**config.mk**
```make
export PLATFORM = sky130hd
export DESIGN_NAME = fir_mac_ctrl
export DESIGN_NICKNAME = d
export VERILOG_FILES = /design/src/rtl/fir_mac_ctrl.sv
export SDC_FILE = /design/constraint.sdc
export NUM_CORES = 2
export LEC_CHECK = 0
export ABC_CLOCK_PERIOD_IN_PS = 9400
export BUFFER_PORTS_ARGS = -buffer_cell sky130_fd_sc_hd__buf_4
export CAP_MARGIN = 20
export CELL_PAD_IN_SITES_DETAIL_PLACEMENT = 1
export CELL_PAD_IN_SITES_GLOBAL_PLACEMENT = 2
export CORE_ASPECT_RATIO = 0.5
export CORE_MARGIN = 1.5
export CORE_UTILIZATION = 40
export DETAILED_ROUTE_END_ITERATION = 10
export PLACE_DENSITY_LB_ADDON = 0.1
export SYNTH_ARGS = -nofsm -noshare
export SYNTH_HDL_FRONTEND = slang
export SYNTH_SLANG_ARGS = --single-unit
```
**constraint.sdc**
```tcl
create_clock -name clk -period 9.4 [get_ports clk]
set_input_delay 1.41 -clock clk [delete_from_list [all_inputs] [get_ports clk]]
set_output_delay 1.41 -clock clk [all_outputs]
set_load 0.01 [all_outputs]
```
**src/rtl/fir_mac_ctrl.sv**
```systemverilog
// Time-multiplexed FIR engine: circular sample delay line plus TAPS MAC cycles per
// accepted sample over externally instantiated sample/coefficient RAMs (1-cycle read).
module fir_mac_ctrl #(
  parameter int DATA_W = 24,
  parameter int COEF_W = 18,
  parameter int ADDR_W = 9,
  parameter int TAPS   = 256
) (
  input  logic              clk,
  input  logic              rst,
  input  logic              in_valid,
  input  logic [DATA_W-1:0] in_data,
  output logic              in_ready,
  output logic              smp_we,
  output logic [ADDR_W-1:0] smp_addr,
  output logic [DATA_W-1:0] smp_din,
  input  logic [DATA_W-1:0] smp_dout,
  output logic [ADDR_W-1:0] coef_addr,
  input  logic [COEF_W-1:0] coef_dout,
  output logic              out_valid,
  output logic [DATA_W-1:0] out_data,
  output logic              busy
);

  localparam int PROD_W = DATA_W + COEF_W;
  localparam int ACC_W  = PROD_W + ADDR_W;
  localparam logic [ADDR_W-1:0] K_LAST = ADDR_W'(TAPS - 1);
  localparam logic signed [ACC_W-1:0] RND =
    {{(ACC_W-COEF_W+1){1'b0}}, 1'b1, {(COEF_W-2){1'b0}}};
  localparam logic signed [ACC_W-1:0] SAT_MAX =
    {{(ACC_W-DATA_W+1){1'b0}}, {(DATA_W-1){1'b1}}};
  localparam logic signed [ACC_W-1:0] SAT_MIN =
    {{(ACC_W-DATA_W+1){1'b1}}, {(DATA_W-1){1'b0}}};

  typedef enum logic [1:0] {
    S_IDLE  = 2'd0,
    S_MAC   = 2'd1,
    S_DRAIN = 2'd2,
    S_OUT   = 2'd3
  } state_t;

  state_t                    r_state;
  state_t                    w_state_nxt;
  logic [ADDR_W-1:0]         r_wptr;
  logic [ADDR_W-1:0]         r_k;
  logic                      r_drain;
  logic                      r_rd_vld;
  logic                      r_prod_vld;
  logic signed [PROD_W-1:0]  r_prod;
  logic signed [ACC_W-1:0]   r_acc;
  logic                      w_accept;
  logic signed [DATA_W-1:0]  w_smp;
  logic signed [COEF_W-1:0]  w_coef;
  logic signed [ACC_W-1:0]   w_rnd;
  logic signed [ACC_W-1:0]   w_shf;
  logic [DATA_W-1:0]         w_sat;

  assign w_smp  = smp_dout;
  assign w_coef = coef_dout;
  assign w_rnd  = r_acc + RND;
  assign w_shf  = w_rnd >>> (COEF_W - 1);

  // Clamp the rounded accumulator into the output sample range.
  always_comb begin
    w_sat = w_shf[DATA_W-1:0];
    if (w_shf > SAT_MAX) begin
      w_sat = SAT_MAX[DATA_W-1:0];
    end else if (w_shf < SAT_MIN) begin
      w_sat = SAT_MIN[DATA_W-1:0];
    end else begin
      w_sat = w_shf[DATA_W-1:0];
    end
  end

  // Next-state and RAM-port decode; RAM strobes are forced quiet while rst is high.
  always_comb begin
    w_state_nxt = r_state;
    w_accept    = 1'b0;
    in_ready    = 1'b0;
    busy        = 1'b0;
    smp_we      = 1'b0;
    smp_addr    = '0;
    smp_din     = '0;
    coef_addr   = '0;
    if (rst) begin
      w_state_nxt = S_IDLE;
    end else begin
      case (r_state)
        S_IDLE: begin
          in_ready = 1'b1;
          smp_addr = r_wptr;
          if (in_valid) begin
            w_accept    = 1'b1;
            smp_we      = 1'b1;
            smp_din     = in_data;
            w_state_nxt = S_MAC;
          end else begin
            w_state_nxt = S_IDLE;
          end
        end
        S_MAC: begin
          busy      = 1'b1;
          smp_addr  = r_wptr - r_k;
          coef_addr = r_k;
          if (r_k == K_LAST) begin
            w_state_nxt = S_DRAIN;
          end else begin
            w_state_nxt = S_MAC;
          end
        end
        S_DRAIN: begin
          busy = 1'b1;
          if (r_drain) begin
            w_state_nxt = S_OUT;
          end else begin
            w_state_nxt = S_DRAIN;
          end
        end
        S_OUT: begin
          busy        = 1'b1;
          w_state_nxt = S_IDLE;
        end
        default: begin
          w_state_nxt = S_IDLE;
        end
      endcase
    end
  end

  // State register, tap counter and two-cycle drain timer.
  always_ff @(posedge clk) begin
    if (rst) begin
      r_state <= S_IDLE;
      r_k     <= '0;
      r_drain <= 1'b0;
    end else begin
      r_state <= w_state_nxt;
      r_drain <= (r_state == S_DRAIN) ? ~r_drain : 1'b0;
      if (w_accept) begin
        r_k <= '0;
      end else if (r_state == S_MAC) begin
        r_k <= r_k + 1'b1;
      end else begin
        r_k <= r_k;
      end
    end
  end

  // MAC pipeline: read-data valid one cycle after a MAC address, product one cycle later.
  always_ff @(posedge clk) begin
    if (rst) begin
      r_rd_vld   <= 1'b0;
      r_prod_vld <= 1'b0;
      r_prod     <= '0;
      r_acc      <= '0;
    end else begin
      r_rd_vld   <= (r_state == S_MAC);
      r_prod_vld <= r_rd_vld;
      if (r_rd_vld) begin
        r_prod <= PROD_W'(w_smp) * PROD_W'(w_coef);
      end else begin
        r_prod <= r_prod;
      end
      if (w_accept) begin
        r_acc <= '0;
      end else if (r_prod_vld) begin
        r_acc <= r_acc + {{ADDR_W{r_prod[PROD_W-1]}}, r_prod};
      end else begin
        r_acc <= r_acc;
      end
    end
  end

  // Output register and delay-line write pointer advance at the end of OUT.
  always_ff @(posedge clk) begin
    if (rst) begin
      r_wptr    <= '0;
      out_valid <= 1'b0;
      out_data  <= '0;
    end else begin
      out_valid <= (r_state == S_OUT);
      if (r_state == S_OUT) begin
        out_data <= w_sat;
        r_wptr   <= r_wptr + 1'b1;
      end else begin
        out_data <= out_data;
        r_wptr   <= r_wptr;
      end
    end
  end

endmodule

```
# Word-level counts from Yosys, hierarchy flattened
# Index checks and enable logic that the tools add are counted.
dict set report classes {
  n_mux 20
  n_addsub 5
  bitwise_logic 2
  order_cmp 2
  n_reduce_logical 4
  mul 1
  eq_ne 4
}
# operator count
set op_table {}
lappend op_table {{$mux 24} 5}
lappend op_table {{$add 51x18->51 const B} 1}
lappend op_table {{$add 51x51->51} 1}
lappend op_table {{$mul 24x18->42} 1}
lappend op_table {{$gt 34x24->1 const B} 1}
lappend op_table {{$lt 34x24->1 const B} 1}
lappend op_table {{$mux 9} 3}
lappend op_table {{$add 9x1->9 const B} 2}
lappend op_table {{$pmux 9 s2} 1}
lappend op_table {{$eq 9x8->1 const B} 1}
lappend op_table {{$mux 1} 9}
lappend op_table {{$sub 9x9->9} 1}
lappend op_table {{$pmux 2 s4} 1}
lappend op_table {{$eq 2x2->1 const B} 2}
lappend op_table {{$reduce_or 2->1} 2}
lappend op_table {{$reduce_or 3->1} 1}
lappend op_table {{$eq 2x1->1 const B} 1}
lappend op_table {{$logic_not 2->1} 1}
lappend op_table {{$mux 2} 1}
lappend op_table {{$not 1->1} 2}
dict set report totals {
  in_bits 69
  out_inout_bits 70
  wordCells 48
  ff_bits 141
}

# Longest topological paths before layout
dict set report depth {
  word_depth 4
  mapped_depth 26
  mapped_depth_nobuf 25
}

# Worst setup path after synthesis
# OpenSTA, ideal clock, no wires.
dict set report synth_timing {
  path_kind {input -> register}
  from {input smp_dout[9]}
  to {register r_prod[40]}
  setup_time_ps 144
  path_buffers 2
  required_ps 9256
  t_arrival_ps 7372
  path_slack_ps 1884
  path_stages 25
  cell_sequence {clkbuf_1 > clkbuf_1 > nand2_1 > fa_1 > inv_1 > fa_1 > inv_1 > fa_1 > inv_1 > fa_1 > fa_1 > inv_1 > fa_1 > inv_1 > ha_1 > and3_1 > or2_2 > o211ai_1 > o211a_1 > o21ai_1 > a31o_2 > nand2_1 > a2111o_1 > mux2i_1 > o311ai_0}
}
dict set report synth_via {
  elab_chain_cells 1
}
# element line
set synth_lines {}
lappend synth_lines {{start: declaration} 17} ;# input logic [DATA_W-1:0] smp_dout,
lappend synth_lines {{$mul 24x18->42} 160} ;# r_prod <= PROD_W'(w_smp) * PROD_W'(w_coef);
lappend synth_lines {{end signal: assignment} 160}
lappend synth_lines {{end signal: assignment} 162} ;# r_prod <= r_prod;
lappend synth_lines {{end: declaration} 49} ;# logic signed [PROD_W-1:0] r_prod;
# No other way between the ends.
# A chain may end at the register's enable or synchronous reset.

# Worst setup path in the final report
dict set report layout_timing {
  from {input coef_dout[2]}
  to {register r_prod[41]}
}
dict set report layout_via {
  elab_chain_cells 1
}
# element line
set layout_lines {}
lappend layout_lines {{start: declaration} 19} ;# input logic [COEF_W-1:0] coef_dout,
lappend layout_lines {{$mul 24x18->42} 160}
# No other way between the ends.

==> run metrics <==
critical path's top delay family=adder cells; CP cell instances=buf_4, and2_1, fa_1, inv_1, fa_1, inv_1, ha_1, inv_1, fa_1, inv_1, fa_1, inv_1, fa_1, inv_1, ha_1, a21oi_1, nor2b_1, o21ai_0, nand2b_1, a22o_1, a31oi_1, a211o_1, nand4_1, o311a_1; initial antenna violation count=1; clock root buffer master=clkbuf_16; main flop type after synthesis=dfxtp_1; H-tree levels=4; Post-DP Area=0.0263 mm²; Worst Tran Pin Value=just under 1 ns; Max FO, Critical Path=24; clk sink count=about 140; grt total ovfl=0; Setup crit start kind=input port; Remaining DRCs=0; Row Count=64; slowest CP cell=fa_1; overall via count from detail_route=about 19000; routed wire length=73.6 mm; Ports=approximately 140; die area=between 0.06 and 0.07 mm²; CP Data Required Time=9.71 ns; Pre-antenna DRT Iters=4; Placer Congestion=a little over 0.8; Initial Util=0.404; YS warnings=0; Hold Crit Class=reg -> reg; Fin. Hold Viols=0; Total GRT Usage=0.243; Synth Cell Area=between 0.02 and 0.025 mm²; Crit Path Class=in -> reg; Avg Cell Area, Syn=~8.4 µm²; Netlist cell types=slightly above 70; die width=roughly 350 µm; Die Ht=roughly 180 µm; DR iter-0 viols=between 900 and 1000; Synth area leaders=fa_1 35%, dfxtp_1 11%, ha_1 8.5%; fraction of registers with async set/reset=0; Tcrit/Tclk final=0.809; first-pass GRT wire length=around 120 mm; fin. max-slew vios=0; non-filler instance count after layout=3804; CTS tree=done; clock skew=0.0121 ns; status=finished, final reports clean; Syn Nets=between 3000 and 4000; max cap viols=0; WL/cell=around 19 µm; Worst-Skew Late Latency=0.43 ns; post-route cell area=approximately 0.027 mm²; Seq/Total Area, Yosys=0.114; WP data arrival=between 7 and 8 ns; CP most frequent cell=inv_1; RSZ-0062 raised after global routing=no; Yosys top cell by area=fa_1; Core ar.=0.0611 mm²; fillers=about 7400; critical path's largest stage delay=0.77 ns; postcts setup bufs=0; Max Clk Rate=approximately 0.13 GHz; dpl cells=between 3000 and 4000; DP Wirelength=slightly below 60 mm; FF+latch count, synth=~140; nets=~3600; Post-CTS Hold Buffers=0; Gate Count Post-Synth=2936; endpoints failing setup=0; Max-slew headroom=0.352; CP Capture Type=register; I/O Buffers=about 140; EDFF count, synth=0; clk slew on worst S/H paths=roughly 0.07 ns; Synth top area share=0.346; Post-CTS Resized=0; Via density=5.10; fraction of layout cells with a size suffix above 1=0.0672; vias in the first global route=roughly 21000; Longest Clk Path Bufs=2; buffers plus inverters on the worst setup path=7; setup TNS=0 ns; Antenna Nets Post-Route=0; Final min period=7.61 ns; final core occ=0.440; largest net degree at the start of global routing=87; synthesis-to-finish area growth=8.87%; Inserted Clock Buffers=17
## worst register-to-register path, stage by stage (launching register included)
cell     delay (ns)
dfxtp_1        0.51
ha_1           0.37
nand4_1        0.14
nor4_1         0.29
and3_2         0.32
and3_1         0.17
a31oi_1        0.05
or3_1          0.37
o31ai_4        0.75
a21oi_1        0.21
nor3_1         0.22
## path summary, 6_finish.rpt
kind / from / endpoint / slack [ns] / depth (start not counted)
min: r_drain / r_drain / 0.43 / 1
max: coef_dout[2] / r_prod[41] / 1.79 / 24
max reg2reg: r_acc[17] / out_data[11] / 5.92 / 10
min reg2reg: r_drain / r_drain / 0.43 / 1
## state kept, by name, indices dropped and copies added (netlist names), named ones only
register,count
r_wptr,9
r_state,1
r_k,9
r_drain,1
r_prod,42
out_valid,1
out_data,24
r_rd_vld,1
r_prod_vld,1
r_acc,51
## cells in the mapped netlist (52+ instances only)
cell type and n:
a21o_1 52, nor2_1 229, nand2_1 349, ha_1 167
a21oi_1 132, xnor2_1 83, fa_1 427, inv_1 536
clkbuf_1 121, and2_1 179, mux2i_1 62, dfxtp_1 141
## placed cells by master, fill, tap and decap left out, types with 27 or more instances in the layout
cell,count
xor2_1,38
xnor2_1,83
nor2_1,229
and2_1,179
buf_4,147
o21ai_0,49
nand2_1,349
nor3_1,51
mux2i_1,62
inv_1,536
dfxtp_1,139
ha_1,167
fa_1,427
nand3_1,37
and3_1,27
a21oi_1,132
a21o_1,52
## area by class of cell
class	count	area (µm²)	share of cell area
Clock buffer	19	443	0.0165
Sequential cell	141	2830	0.105
Timing Repair Buffer	147	1100	0.0410
Antenna cell	1	2.50	0.0000930
Inverter	538	2020	0.0751
Clock inverter	12	138	0.00512
Tap cell	825	1030	0.0384
Multi-Input combinational cell	2121	19300	0.719
## stage by stage
stage / hold WS [ns] / setup slack [ns]
finish: 0.428 / 1.79
global route: 0.449 / 1.32
CTS: 0.431 / 1.77
detailed placement: 0.421 / 1.32
global placement: 0.410 / 1.48
floorplan: 0.400 / 1.88
## cell families (layout without fill, tap and decap cells)
group                      after synthesis  after routing  share of synthesized area
buffers and inverters                  674            716                      0.103
AOI/OAI and AO/OA                      379            379                      0.100
other                                    0              1                          0
muxes                                   64             64                     0.0260
xor gates and xnor gates               121            121                     0.0429
and+or+nand+nor                        963            963                      0.182
DFF                                    141            141                      0.114
adders and majority gates              594            594                      0.431
## layer usage
metal	share of wire	wire [µm]	track usage
met5	0	0	0
met4	0.0070	518	0.0312
met3	0.029	2130	0.0223
met2	0.45	33400	0.396
met1	0.51	37500	0.358
Power is left out: the tool's default activity adds up to more than one toggle a clock period on the data nets, which glitch-free logic cannot reach.
